--- config.mk ---
export PLATFORM = sky130hd
export DESIGN_NAME = vga_pixel_fetch
export DESIGN_NICKNAME = d
export VERILOG_FILES = /design/src/rtl/vga_pixel_fetch.sv
export SDC_FILE = /design/constraint.sdc
export NUM_CORES = 1
export LEC_CHECK = 0
export ABC_AREA = 1
export BUFFER_PORTS_ARGS = -buffer_cell sky130_fd_sc_hd__buf_4
export CAP_MARGIN = 40
export CELL_PAD_IN_SITES_DETAIL_PLACEMENT = 1
export CELL_PAD_IN_SITES_GLOBAL_PLACEMENT = 1
export CORE_UTILIZATION = 44
export CTS_CLUSTER_SIZE = 25
export DETAILED_ROUTE_END_ITERATION = 12
export PLACE_DENSITY = 0.77
export SLEW_MARGIN = 20
export SYNTH_ARGS = -nofsm -noshare
export SYNTH_HDL_FRONTEND = slang
export SYNTH_SLANG_ARGS = --single-unit
--- constraint.sdc ---
create_clock -name app_clk -period 3.5 [get_ports app_clk]
set_input_delay 0.7 -clock app_clk [delete_from_list [all_inputs] [get_ports app_clk]]
set_output_delay 0.7 -clock app_clk [all_outputs]
set_load 0.02 [all_outputs]
--- src/rtl/vga_pixel_fetch.sv ---
// vga_pixel_fetch: streams RGB332 pixels for one frame from a byte-wide
// framebuffer read port into a prefetch FIFO and hands one pixel per
// pix_rdy to the VGA sync stage.
// Optional feature: define VGA_FETCH_UFL_CNT_EN to add the saturating
// ufl_count port that counts underflow pops since reset.
module vga_pixel_fetch #(
   parameter int H_ACTIVE   = 640,
   parameter int V_ACTIVE   = 480,
   parameter int FIFO_DEPTH = 16,
   localparam int NPIX      = H_ACTIVE * V_ACTIVE,
   localparam int AW        = $clog2(NPIX)
) (
   input  logic          app_clk,
   input  logic          app_arst,
   input  logic          frame_start,
   input  logic          pix_rdy,
   output logic [7:0]    pix_data,
   output logic          pix_valid,
   output logic          underflow,
   output logic          mem_req,
   output logic [AW-1:0] mem_addr,
   input  logic          mem_gnt,
   input  logic          mem_rvalid,
   input  logic [7:0]    mem_rdata
`ifdef VGA_FETCH_UFL_CNT_EN
   ,
   output logic [15:0]   ufl_count
`endif
);

   localparam int PW = $clog2(FIFO_DEPTH);
   localparam int CW = PW + 1;

   typedef enum logic [1:0] {IDLE, FETCH, DONE, FLUSH} state_t;

   state_t          state_q, state_d;
   logic            mem_req_q, mem_req_d;
   logic [AW-1:0]   mem_addr_q, mem_addr_d;
   // reads granted but not yet returned; in FLUSH these are the stale ones
   logic [CW-1:0]   outs_q, outs_d;
   logic [CW-1:0]   cnt_q, cnt_d;
   logic [PW-1:0]   wr_ptr_q, wr_ptr_d;
   logic [PW-1:0]   rd_ptr_q, rd_ptr_d;
   logic [7:0]      pix_data_q, pix_data_d;
   logic            pix_valid_q, pix_valid_d;
   logic            underflow_q, underflow_d;
`ifdef VGA_FETCH_UFL_CNT_EN
   logic [15:0]     ufl_count_q, ufl_count_d;
`endif
   logic [7:0]      fifo_mem [FIFO_DEPTH];

   logic            gnt;
   logic            rsp;
   logic            push;
   logic            pop;

   assign gnt = mem_req_q & mem_gnt;
   // a response only counts against a read we actually have in flight,
   // so stray rvalids (e.g. after reset) are ignored
   assign rsp = mem_rvalid & (outs_q != '0);

   // next-state: restart, address/credit tracking, FIFO push/pop, pixel out
   always_comb begin
      state_d     = state_q;
      mem_addr_d  = mem_addr_q;
      cnt_d       = cnt_q;
      wr_ptr_d    = wr_ptr_q;
      rd_ptr_d    = rd_ptr_q;
      pix_data_d  = pix_data_q;
      pix_valid_d = pix_valid_q;
      underflow_d = underflow_q;
`ifdef VGA_FETCH_UFL_CNT_EN
      ufl_count_d = ufl_count_q;
`endif
      push        = 1'b0;
      pop         = 1'b0;
      outs_d      = outs_q + CW'(gnt) - CW'(rsp);

      if (frame_start) begin
         // restart wins over everything; coincident grant/response is
         // already folded into outs_d and becomes part of the discard count
         cnt_d       = '0;
         wr_ptr_d    = '0;
         rd_ptr_d    = '0;
         mem_addr_d  = '0;
         underflow_d = 1'b0;
         state_d     = (outs_d == '0) ? FETCH : FLUSH;
      end else begin
         case (state_q)
            FETCH: begin
               push = rsp;
               if (gnt) begin
                  mem_addr_d = mem_addr_q + AW'(1);
                  if (mem_addr_q == AW'(NPIX - 1))
                     state_d = DONE;
               end
            end
            DONE:    push = rsp;
            FLUSH:   if (outs_d == '0) state_d = FETCH;
            default: ;
         endcase

         if (pix_rdy) begin
            if (cnt_q != '0) begin
               pop         = 1'b1;
               pix_data_d  = fifo_mem[rd_ptr_q];
               pix_valid_d = 1'b1;
            end else begin
               pix_data_d  = 8'h00;
               pix_valid_d = 1'b0;
               underflow_d = 1'b1;
`ifdef VGA_FETCH_UFL_CNT_EN
               if (ufl_count_q != 16'hFFFF)
                  ufl_count_d = ufl_count_q + 16'd1;
`endif
            end
         end

         cnt_d    = cnt_q + CW'(push) - CW'(pop);
         wr_ptr_d = wr_ptr_q + PW'(push);
         rd_ptr_d = rd_ptr_q + PW'(pop);
      end

      // credit rule: never have more reads in flight than free FIFO slots
      mem_req_d = (state_d == FETCH) &&
                  (({1'b0, cnt_d} + {1'b0, outs_d}) < (CW + 1)'(FIFO_DEPTH));
   end

   // state and registered outputs
   always_ff @(posedge app_clk or posedge app_arst) begin
      if (app_arst) begin
         state_q     <= IDLE;
         mem_req_q   <= 1'b0;
         mem_addr_q  <= '0;
         outs_q      <= '0;
         cnt_q       <= '0;
         wr_ptr_q    <= '0;
         rd_ptr_q    <= '0;
         pix_data_q  <= 8'h00;
         pix_valid_q <= 1'b0;
         underflow_q <= 1'b0;
`ifdef VGA_FETCH_UFL_CNT_EN
         ufl_count_q <= 16'h0000;
`endif
      end else begin
         state_q     <= state_d;
         mem_req_q   <= mem_req_d;
         mem_addr_q  <= mem_addr_d;
         outs_q      <= outs_d;
         cnt_q       <= cnt_d;
         wr_ptr_q    <= wr_ptr_d;
         rd_ptr_q    <= rd_ptr_d;
         pix_data_q  <= pix_data_d;
         pix_valid_q <= pix_valid_d;
         underflow_q <= underflow_d;
`ifdef VGA_FETCH_UFL_CNT_EN
         ufl_count_q <= ufl_count_d;
`endif
      end
   end

   // FIFO storage; occupancy lives in cnt_q so the array needs no reset
   always_ff @(posedge app_clk) begin
      if (push)
         fifo_mem[wr_ptr_q] <= mem_rdata;
   end

   assign pix_data  = pix_data_q;
   assign pix_valid = pix_valid_q;
   assign underflow = underflow_q;
   assign mem_req   = mem_req_q;
   assign mem_addr  = mem_addr_q;
`ifdef VGA_FETCH_UFL_CNT_EN
   assign ufl_count = ufl_count_q;
`endif

endmodule

# Word level (Yosys, flattened, before mapping)
# Memory sizes are Yosys's and may differ from the RTL's.
# Cells that the tools add are included.
# word_totals
word_cells	64
regBits	50
inputBits	14
ramBits	128
output_inout_bits	30
mem_count	1
# mem_list
name	depth	word_bits	read_ports	rd_ports_with_merged_regs	write_ports	line_no	source
fifo_mem	16	8	1	0	1	50	logic [7:0] fifo_mem [FIFO_DEPTH];
# classes
n_reduce_logical	11
n_eq_ne	6
muxes	24
bitwise_logic	3
n_lt_le_gt_ge	1
n_addsub	8
# op_table
operator	count
two-way mux 19 bit	3
adder 19 x 1 -> 19 bit (second input constant)	1
equality test 19 bit (second input constant)	1
two-way mux 1 bit	11
adder 5 x 1 -> 5 bit	2
two-way mux 2 bit	5
nonzero test 5 bit	2
subtractor 5 x 1 -> 5 bit	2
adder 4 x 1 -> 4 bit	2
two-way mux 4 bit	2
two-way mux 8 bit	1
adder 5 x 5 -> 6 bit	1
less-than comparator 6 x 5 -> 1 bit (second input constant)	1
AND reduction 2 bit	3
nonzero test 2 bit	3
logical NOT 5 bit	1
two-way mux 5 bit	1
equality test 2 x 1 -> 1 bit (second input constant)	2
equality test 2 bit (second input constant)	2
one-hot mux 2 bit (2 select lines)	1
bitwise AND 1 bit	2
inequality test 2 bit (second input constant)	1
OR reduction 2 bit	1
logical AND 1 bit	1
inverter 1 bit	1

# Longest topological paths before layout
# Gate-level depths: netlist of run 1.
# logic_depth
depth_word	10
depth_mapped	21
ltp_nobuf	21

# Worst setup path after synthesis of run 1
# Ideal clock, no wire load.
# synth_timing
path_type	reg2reg
startpoint	register cnt_q[3]
endpoint	register mem_req_q (netlist: mem_req)
t_arrival_ps	3381
path_slack_ps	47
setup_ps	71
t_required_ps	3429
path_stages_with_launch	21
path_buffers	0
period_less_slack_ps	3453
path_cell_list	dfrtp_1 > inv_1 > ha_1 > nand2_1 > nor3_1 > nor2_1 > ha_1 > inv_1 > ha_1 > inv_1 > fa_1 > or2_2 > a21oi_1 > nor2_1 > xor2_1 > nor2_1 > ha_1 > or3_1 > a21oi_1 > nand2_1 > nor2_1
# synth_between
elab_chain_len	9
elab_cells_between_ends	10
cone_classes	3 x add/sub; 1 x order compare; 4 x mux; 2 x reduce/logical
# synth_rtl
element	line_no	source
start: declaration	41	logic [CW-1:0] cnt_q, cnt_d;
start signal: assignment	150	cnt_q <= cnt_d;
nonzero test 5 bit	104	if (cnt_q != '0) begin
two-way mux 1 bit	104	
two-way mux 1 bit	103	if (pix_rdy) begin
two-way mux 1 bit	79	if (frame_start) begin
subtractor 5 x 1 -> 5 bit (*)	119	cnt_d = cnt_q + CW'(push) - CW'(pop);
two-way mux 5 bit (*)	79	
via cnt_d[4]	41	
adder 5 x 5 -> 6 bit (*)	126	(({1'b0, cnt_d} + {1'b0, outs_d}) < (CW + 1)'(FIFO_DEPTH));
less-than comparator 6 x 5 -> 1 bit (*)	126	
logical AND 1 bit (*)	125	mem_req_d = (state_d == FETCH) &&
via mem_req_d	37	logic mem_req_q, mem_req_d;
end signal: assignment	147	mem_req_q <= mem_req_d;
end: declaration	37	
# The timed path passes the listed nets; every way through them passes the cells marked *. The select of a mux whose other input is x is not followed.
# A chain may end at the register's enable or synchronous reset.

# Worst setup path after layout of run 1
# layout_timing
startpoint	register cnt_q[2]
endpoint	register mem_req_q (netlist: mem_req)
# The elaborated chain is that of the path after synthesis.

==> results of run 1 <==
==> layout make-up <==
type | instances | area share [%]
Sequential cell | 178 | 53.0
Tap cell | 229 | 2.98
Clock buffer | 17 | 4.42
Clock inverter | 15 | 2.15
Timing Repair Buffer | 87 | 7.13
Multi-Input combinational cell | 515 | 27.7
Inverter | 69 | 2.69
==> worst max-delay path, cell delays in order (launching register included) <==
cell and delay, ps:
dfrtp_1 400, inv_2 90, ha_4 140, nand2_4 50, nor3_4 160, nor2_2 60, ha_1 280, inv_2 90
ha_4 140, inv_2 40, fa_2 380, or2_4 240, a21oi_2 140, nor2_1 60, xor2_1 140, nor2_1 140
ha_1 260, or3_4 340, a21oi_2 110, nand2_1 50, nor2_1 100
==> power breakdown <==
part | leakage [nW] | total [mW] | switching (mW) | internal, mW
Clock | 0.305 | 2.06 | 0.851 | 1.21
Sequential | 1.81 | 2.52 | 0.114 | 2.41
Combinational | 1.88 | 2.26 | 1.37 | 0.883
Total | 3.99 | 6.83 | 2.34 | 4.50
==> cell families after synthesis <==
logic type,count (synthesis)
buffers and inverters,95
flip-flops,178
AND/OR/NAND/NOR,397
AO/OA/AOI/OAI,88
XOR/XNOR,5
adder cells (fa/ha/maj),25
==> metal layers <==
layer,vias to the layer above,wire [um]
met5,-,0
met4,0,667
met3,54,773
met2,143,11900
met1,3036,9040
li1,2827,-
==> cell usage after synthesis, drive strengths merged <==
library cell	number
and3	2
nor3	17
a211oi	1
nand3b	1
o211a	1
dfrtp	50
nand2	209
or2	2
fa	2
clkbuf	4
o21a	2
a22o	1
xnor2	3
nand4	9
o22ai	8
ha	23
a21oi	37
inv	69
edfxtp	128
buf	22
o21bai	1
o21ai	36
nor4	1
xor2	2
a31oi	1
or3	1
nand3	72
nor2	83
==> repair_timing <==
action | 4_1_cts | 5_1_grt
setup endpoints to repair | 1 | 5
buffers inserted | 16 | 6
endpoints found under the hold margin | 0 | 0
pin swaps | 6 | 12
gates resized for setup | 9 | 16
==> final timing paths <==
check,endpoint,slack [ps],cells past startpoint
max reg2reg,mem_req,6,20
max,mem_req,6,20
min,mem_addr[5],340,2
max in group asynchronous,rd_ptr_q[0],2580,3
min reg2reg,pix_data[5],490,2
min in group app_clk,pix_data[5],490,2
==> per-stage QoR <==
| step | worst slack (ps) | utilization [%] | power [mW] | setup TNS [ps] |
|---|---|---|---|---|
| 2_1_floorplan | 47.4 | - | 3.77 | 0 |
| 3_3_place_gp | -42.1 | 48.3 | 4.27 | -42.1 |
| 3_5_place_dp | -182 | 48.6 | 4.43 | -182 |
| 4_1_cts | 8.36 | 52.9 | 6.64 | 0 |
| 5_1_grt | -166 | 53.6 | 7.19 | -218 |
| 6_report | 5.76 | 53.6 | 6.83 | 0 |
==> registers in the layout (all words and copies together), names as in the netlist <==
| signal | count |
|---|---|
| wr_ptr_q | 4 |
| state_q | 2 |
| outs_q | 5 |
| fifo_mem | 128 |
| rd_ptr_q | 4 |
| pix_data | 8 |
| pix_valid | 1 |
| underflow | 1 |
| mem_addr | 19 |
| mem_req | 1 |
| cnt_q | 5 |
==> out/summary.txt, run 1 <==
Clock Skews: 6.51 ps
Syn Inst Count: 788
register area: 5100 sq um
final instance area: 9620 sq um
area of the multi-input gates: 2660 sq um
top-area cell type share of the netlist area: 47.7%
DRC violations left: 0
worst rel slew slack: 44.8%
CTS H-tree depth: 4
post-synthesis instance area: 8060 sq um
Highest Clock Rate: 0.286 GHz
layout cells sized above 1: 18.4%
Post-DP HPWL: 14.3 mm
DR pass1 iterations: 5
register area share after synthesis: 63.2%
DRT iter0 DRCs: 346
critical path data arrival time: 3860 ps
Max Buffers Root-to-Sink: 2
placed cell count: 1,055
WHS: 344 ps
power density cells: 710 nW/um^2
most common cell after layout, fill and taps aside: nand2_1
TritonCTS clock tree: yes
routed length per instance: 20.1 um
placed inst area: 8730 sq um
first-pass GRT wire length: 34.3 mm
final WL: 22.3 mm
mux contribution to synthesized area: 0%
Synth cell types: 38
post-synthesis register bit count: 178
routing usage on met2: 44.1%
Slew @ Worst Pin: 825 ps
Required @ worst endpoint: 3860 ps
cts hold-fix bufs: 0
Die X: 137 um
remaining global-route overflow: 0
Mean Syn Cell Area: 10.2 sq um
Syn Nets: 827
met3 Use GR: 4.16%
FF-to-FF Start: cnt_q[2]
Critical Path Source Type: register
GR peak layer: met2
worst setup path start: cnt_q[2]
vias per cell: 5.46
FILL cells: 1,955
Slew Limit Fails: 0
Root Driver: clkbuf_16
YS warnings: 0
synth top area cells: edfxtp_1 (48%), dfrtp_1 (16%), nand2_1 (9.5%), nand3_1 (4.5%), ha_1 (3.6%)
Peak VDD IR: 0.000541 V
Post-Synth XOR/XNOR Area: 0.543%
status: finished clean
Synth Area in Simple Gates: 21.4%
Min Clock Period, post-route: 3490 ps
LEAKAGE: 3.99 nW
PortBufs: 43
Placeable Area: 18,000 sq um
Synth Area in Compound Gates: 5.83%
ANT cells: 0
final hold vios: 0
Via Count: 6,060
antenna violations before repair: 0
crit end category: register
Post-Synth Adder-Cell Area: 4.07%
Placer Congestion: 0.847
RSZ-0062 raised after global routing: yes
worst hold path class: primary input to async pin
Syn-to-layout area delta: 19.3%
full die area: 18,900 sq um
main combinational cell family by area after synthesis: simple AND/OR/NAND/NOR gates
Routed Antenna Nets: 0
Die Span Y: 137 um
GR Util All Layers: 24.7%
most frequent cells in the layout: nand2_1 (202), edfxtp_1 (128), buf_4 (85)
Synth area leader: edfxtp_1
period utilization: 99.8%
clk_lat worst skew: 430 ps
Setup Crit Path Kind: register to register
vias in the first global route: 6,438
CP Max Fanout: 2
setup violators final: 0
met1 Use GR: 28.9%
Num CTS Buffers: 17
Top Ports: 44
post-route insts no fill: 1,110
Std-Cell Rows: 49
Net count, final: 907
largest net degree at the start of global routing: 66
number of max-cap violations: 0
Clock Pin Slew Worst Setup and Hold Paths: 70 ps
clock sink total: 178
Starting Density: 44.9%
(Power assumes the default switching activity.)
==> run 2: changes to the inputs <==
Settings changed: CORE_UTILIZATION 44 to 48, PLACE_DENSITY 0.77 to 0.8.
Clock period 3.5 ns to 3.4 ns, I/O delays scaled along.
==> run 2 against run 1 <==
  * Via count rose by 1.6%
  * Clock skew rose by 4.1 ps
  * Highest routed layer unchanged
  * Setup slack got worse by 5.3 ps
  * Total power fell by 0.40%
  * Global-route usage rose by 2.3 points
  * Die area fell by 8.2%
  * Sequential power rose by 4%
  * Critical path depth did not move
  * Worst hold slack got worse by 77 ps
  * Register-to-register slack barely moved
  * Cell count rose by 0.18%
  * Fmax rose by 2.8%
==> out/summary.txt, run 2 (synthesis gave the netlist of run 1 again) <==
post-route insts no fill: 1,112 (+0.18%)
Std-Cell Rows: 47 (-4.1%)
Placeable Area: 16,500 sq um (-8.3%)
first-pass GRT wire length: 35.2 mm (+2.6%)
routed length per instance: 20.3 um (+0.79%)
remaining global-route overflow: 0 (unchanged)
placed cell count: 1,054 (-0.095%)
layout cells sized above 1: 20.1% (+1.7 points)
Net count, final: 918 (+1.2%)
Post-DP HPWL: 14.3 mm (+0.30%)
CTS H-tree depth: 4 (unchanged)
largest net degree at the start of global routing: 66 (unchanged)
Setup Crit Path Kind: register to register
FF-to-FF Start: cnt_q[2]
most common cell after layout, fill and taps aside: nand2_1
FILL cells: 1,821 (-6.9%)
most frequent cells in the layout: nand2_1 (201), edfxtp_1 (128), buf_4 (97)
worst rel slew slack: 47.3% (+2.5 points)
Syn-to-layout area delta: 19.5%
vias per cell: 5.54 (+1.4%)
full die area: 17,300 sq um (-8.2%)
crit end category: register
dpl ws: -222 ps (-40.1 ps)
Starting Density: 49.0% (+4.1 points)
final instance area: 9640 sq um (+0.17%)
Highest Clock Rate: 0.294 GHz (+2.8%)
Required @ worst endpoint: 3780 ps (-80 ps)
placed inst area: 8750 sq um (+0.24%)
Reg2Reg Setup Slack: 0.4 ps (about the same)
Routed Antenna Nets: 0 (unchanged)
CP Max Fanout: 2 (unchanged)
Core Util, Final: 58.5% (+5.0 points)
vias in the first global route: 6,525 (+1.4%)
ANT cells: 0 (unchanged)
PortBufs: 43 (unchanged)
power density cells: 706 nW/um^2 (-0.56%)
Final WS setup: 0.425 ps (-5.34 ps)
max reg flops: 128 (unchanged)
clk_lat worst skew: 440 ps (about the same)
critical path data arrival time: 3770 ps (-90 ps)
Peak VDD IR: 0.000468 V (-14%)
Top reg by flops: fifo_mem
Via Count: 6,155 (+1.6%)
Clock Pin Slew Worst Setup and Hold Paths: 70 ps (about the same)
Critical Path Source Type: register
setup violators final: 0 (unchanged)
period utilization: 100% (+0.15 points)
antenna violations before repair: 0 (unchanged)
Root Driver: clkbuf_16
DRC violations left: 0 (unchanged)
RSZ-0062 raised after global routing: yes
final hold vios: 0 (unchanged)
final WL: 22.6 mm (+0.97%)
TNS Setup: 0 ps (unchanged)
Slew Limit Fails: 0 (unchanged)
GR Util All Layers: 27.0% (+2.3 points)
worst r2r dst: mem_req
status: finished clean
clock sink total: 178 (unchanged)
LEAKAGE: 3.99 nW (about the same)
TritonCTS clock tree: yes
DR pass1 iterations: 5 (unchanged)
Die X: 132 um (-4.2%)
Clock Skews: 10.6 ps (+4.09 ps)
DRT iter0 DRCs: 438 (+27%)
Max Buffers Root-to-Sink: 2 (unchanged)
Num CTS Buffers: 17 (unchanged)
worst hold path class: primary input to async pin
number of max-cap violations: 0 (unchanged)
cells on worst reg2reg path: 20 (unchanged)
Slew @ Worst Pin: 787 ps (-37.8 ps)
Die Span Y: 132 um (-4.2%)
WHS: 268 ps (-76.5 ps)
Min Clock Period, post-route: 3400 ps (-94.7 ps)
Overall Power: 6.81 mW (-0.40%)
Top Ports: 44 (unchanged)
Placer Congestion: 0.868 (+2.5%)
[run 2: changes by cell type in the layout (fill, tap and decap cells not counted), moves of 2 or more]
cell and delta:
buf_4 +12, clkinvlp_4 +2, clkbuf_1 +2, nor2_4 +2, clkinv_2 -2, bufinv_16 -3
inv_1 -2
[run 2: final cells by class]
cell class | count | area, sq um | share of cell area, %
well taps | 220 | 275 | 2.86
inverters | 69 | 262 | 2.71
repair buffers | 98 | 739 | 7.67
flip-flops and latches | 178 | 5100 | 52.9
clock inverters | 13 | 130 | 1.35
clock buffers | 19 | 433 | 4.49
multi-input cells | 515 | 2700 | 28.0
[run 2: per-layer routing]
layer	GRT usage [%]	share of wire, %	vias up	routed length, um
met5	0	0	-	0
met2	49.7	54	155	12100
met1	30.7	40	3104	8930
met4	9.95	2.8	0	624
met3	5.40	4.0	37	908
li1	-	-	2859	-
[run 2: critical path, cell delays in order (launching register included)]
cell and delay [ps]:
dfrtp_1 400, inv_2 90, ha_4 150, nand2_4 50
nor3_4 190, nor2_4 80, ha_4 250, inv_4 60
ha_4 140, inv_2 40, fa_2 330, or2_4 250
a21oi_2 130, nor2_1 60, xor2_1 140, nor2_1 160
ha_1 250, or3_1 320, a21oi_2 110, nand2_1 50
nor2_1 80
[run 2: how the worst max path moves through the flow]
stage / from / end / slack (ps) / cells after the start
3_5_place_dp: pix_rdy / mem_req / -220 / 18
2_1_floorplan: cnt_q[3] / mem_req / 50 / 20
6_report: cnt_q[2] / mem_req / 0.4 / 20
3_3_place_gp: mem_rvalid / mem_req / -130 / 19
5_1_grt: cnt_q[2] / mem_req / -230 / 20
4_1_cts: cnt_q[3] / mem_req / -60 / 20
[run 2: power breakdown]
part / switching [mW] / internal [mW]
Sequential: 0.130 / 2.48
Combinational: 1.39 / 0.898
Clock: 0.887 / 1.02
Total: 2.41 / 4.40
[run 2: what timing repair did]
item	CTS	global route
hold buffers	0	0
resized for setup	14	22
buffers inserted	19	3
pin swaps	11	10
endpoints found under the setup margin	1	4
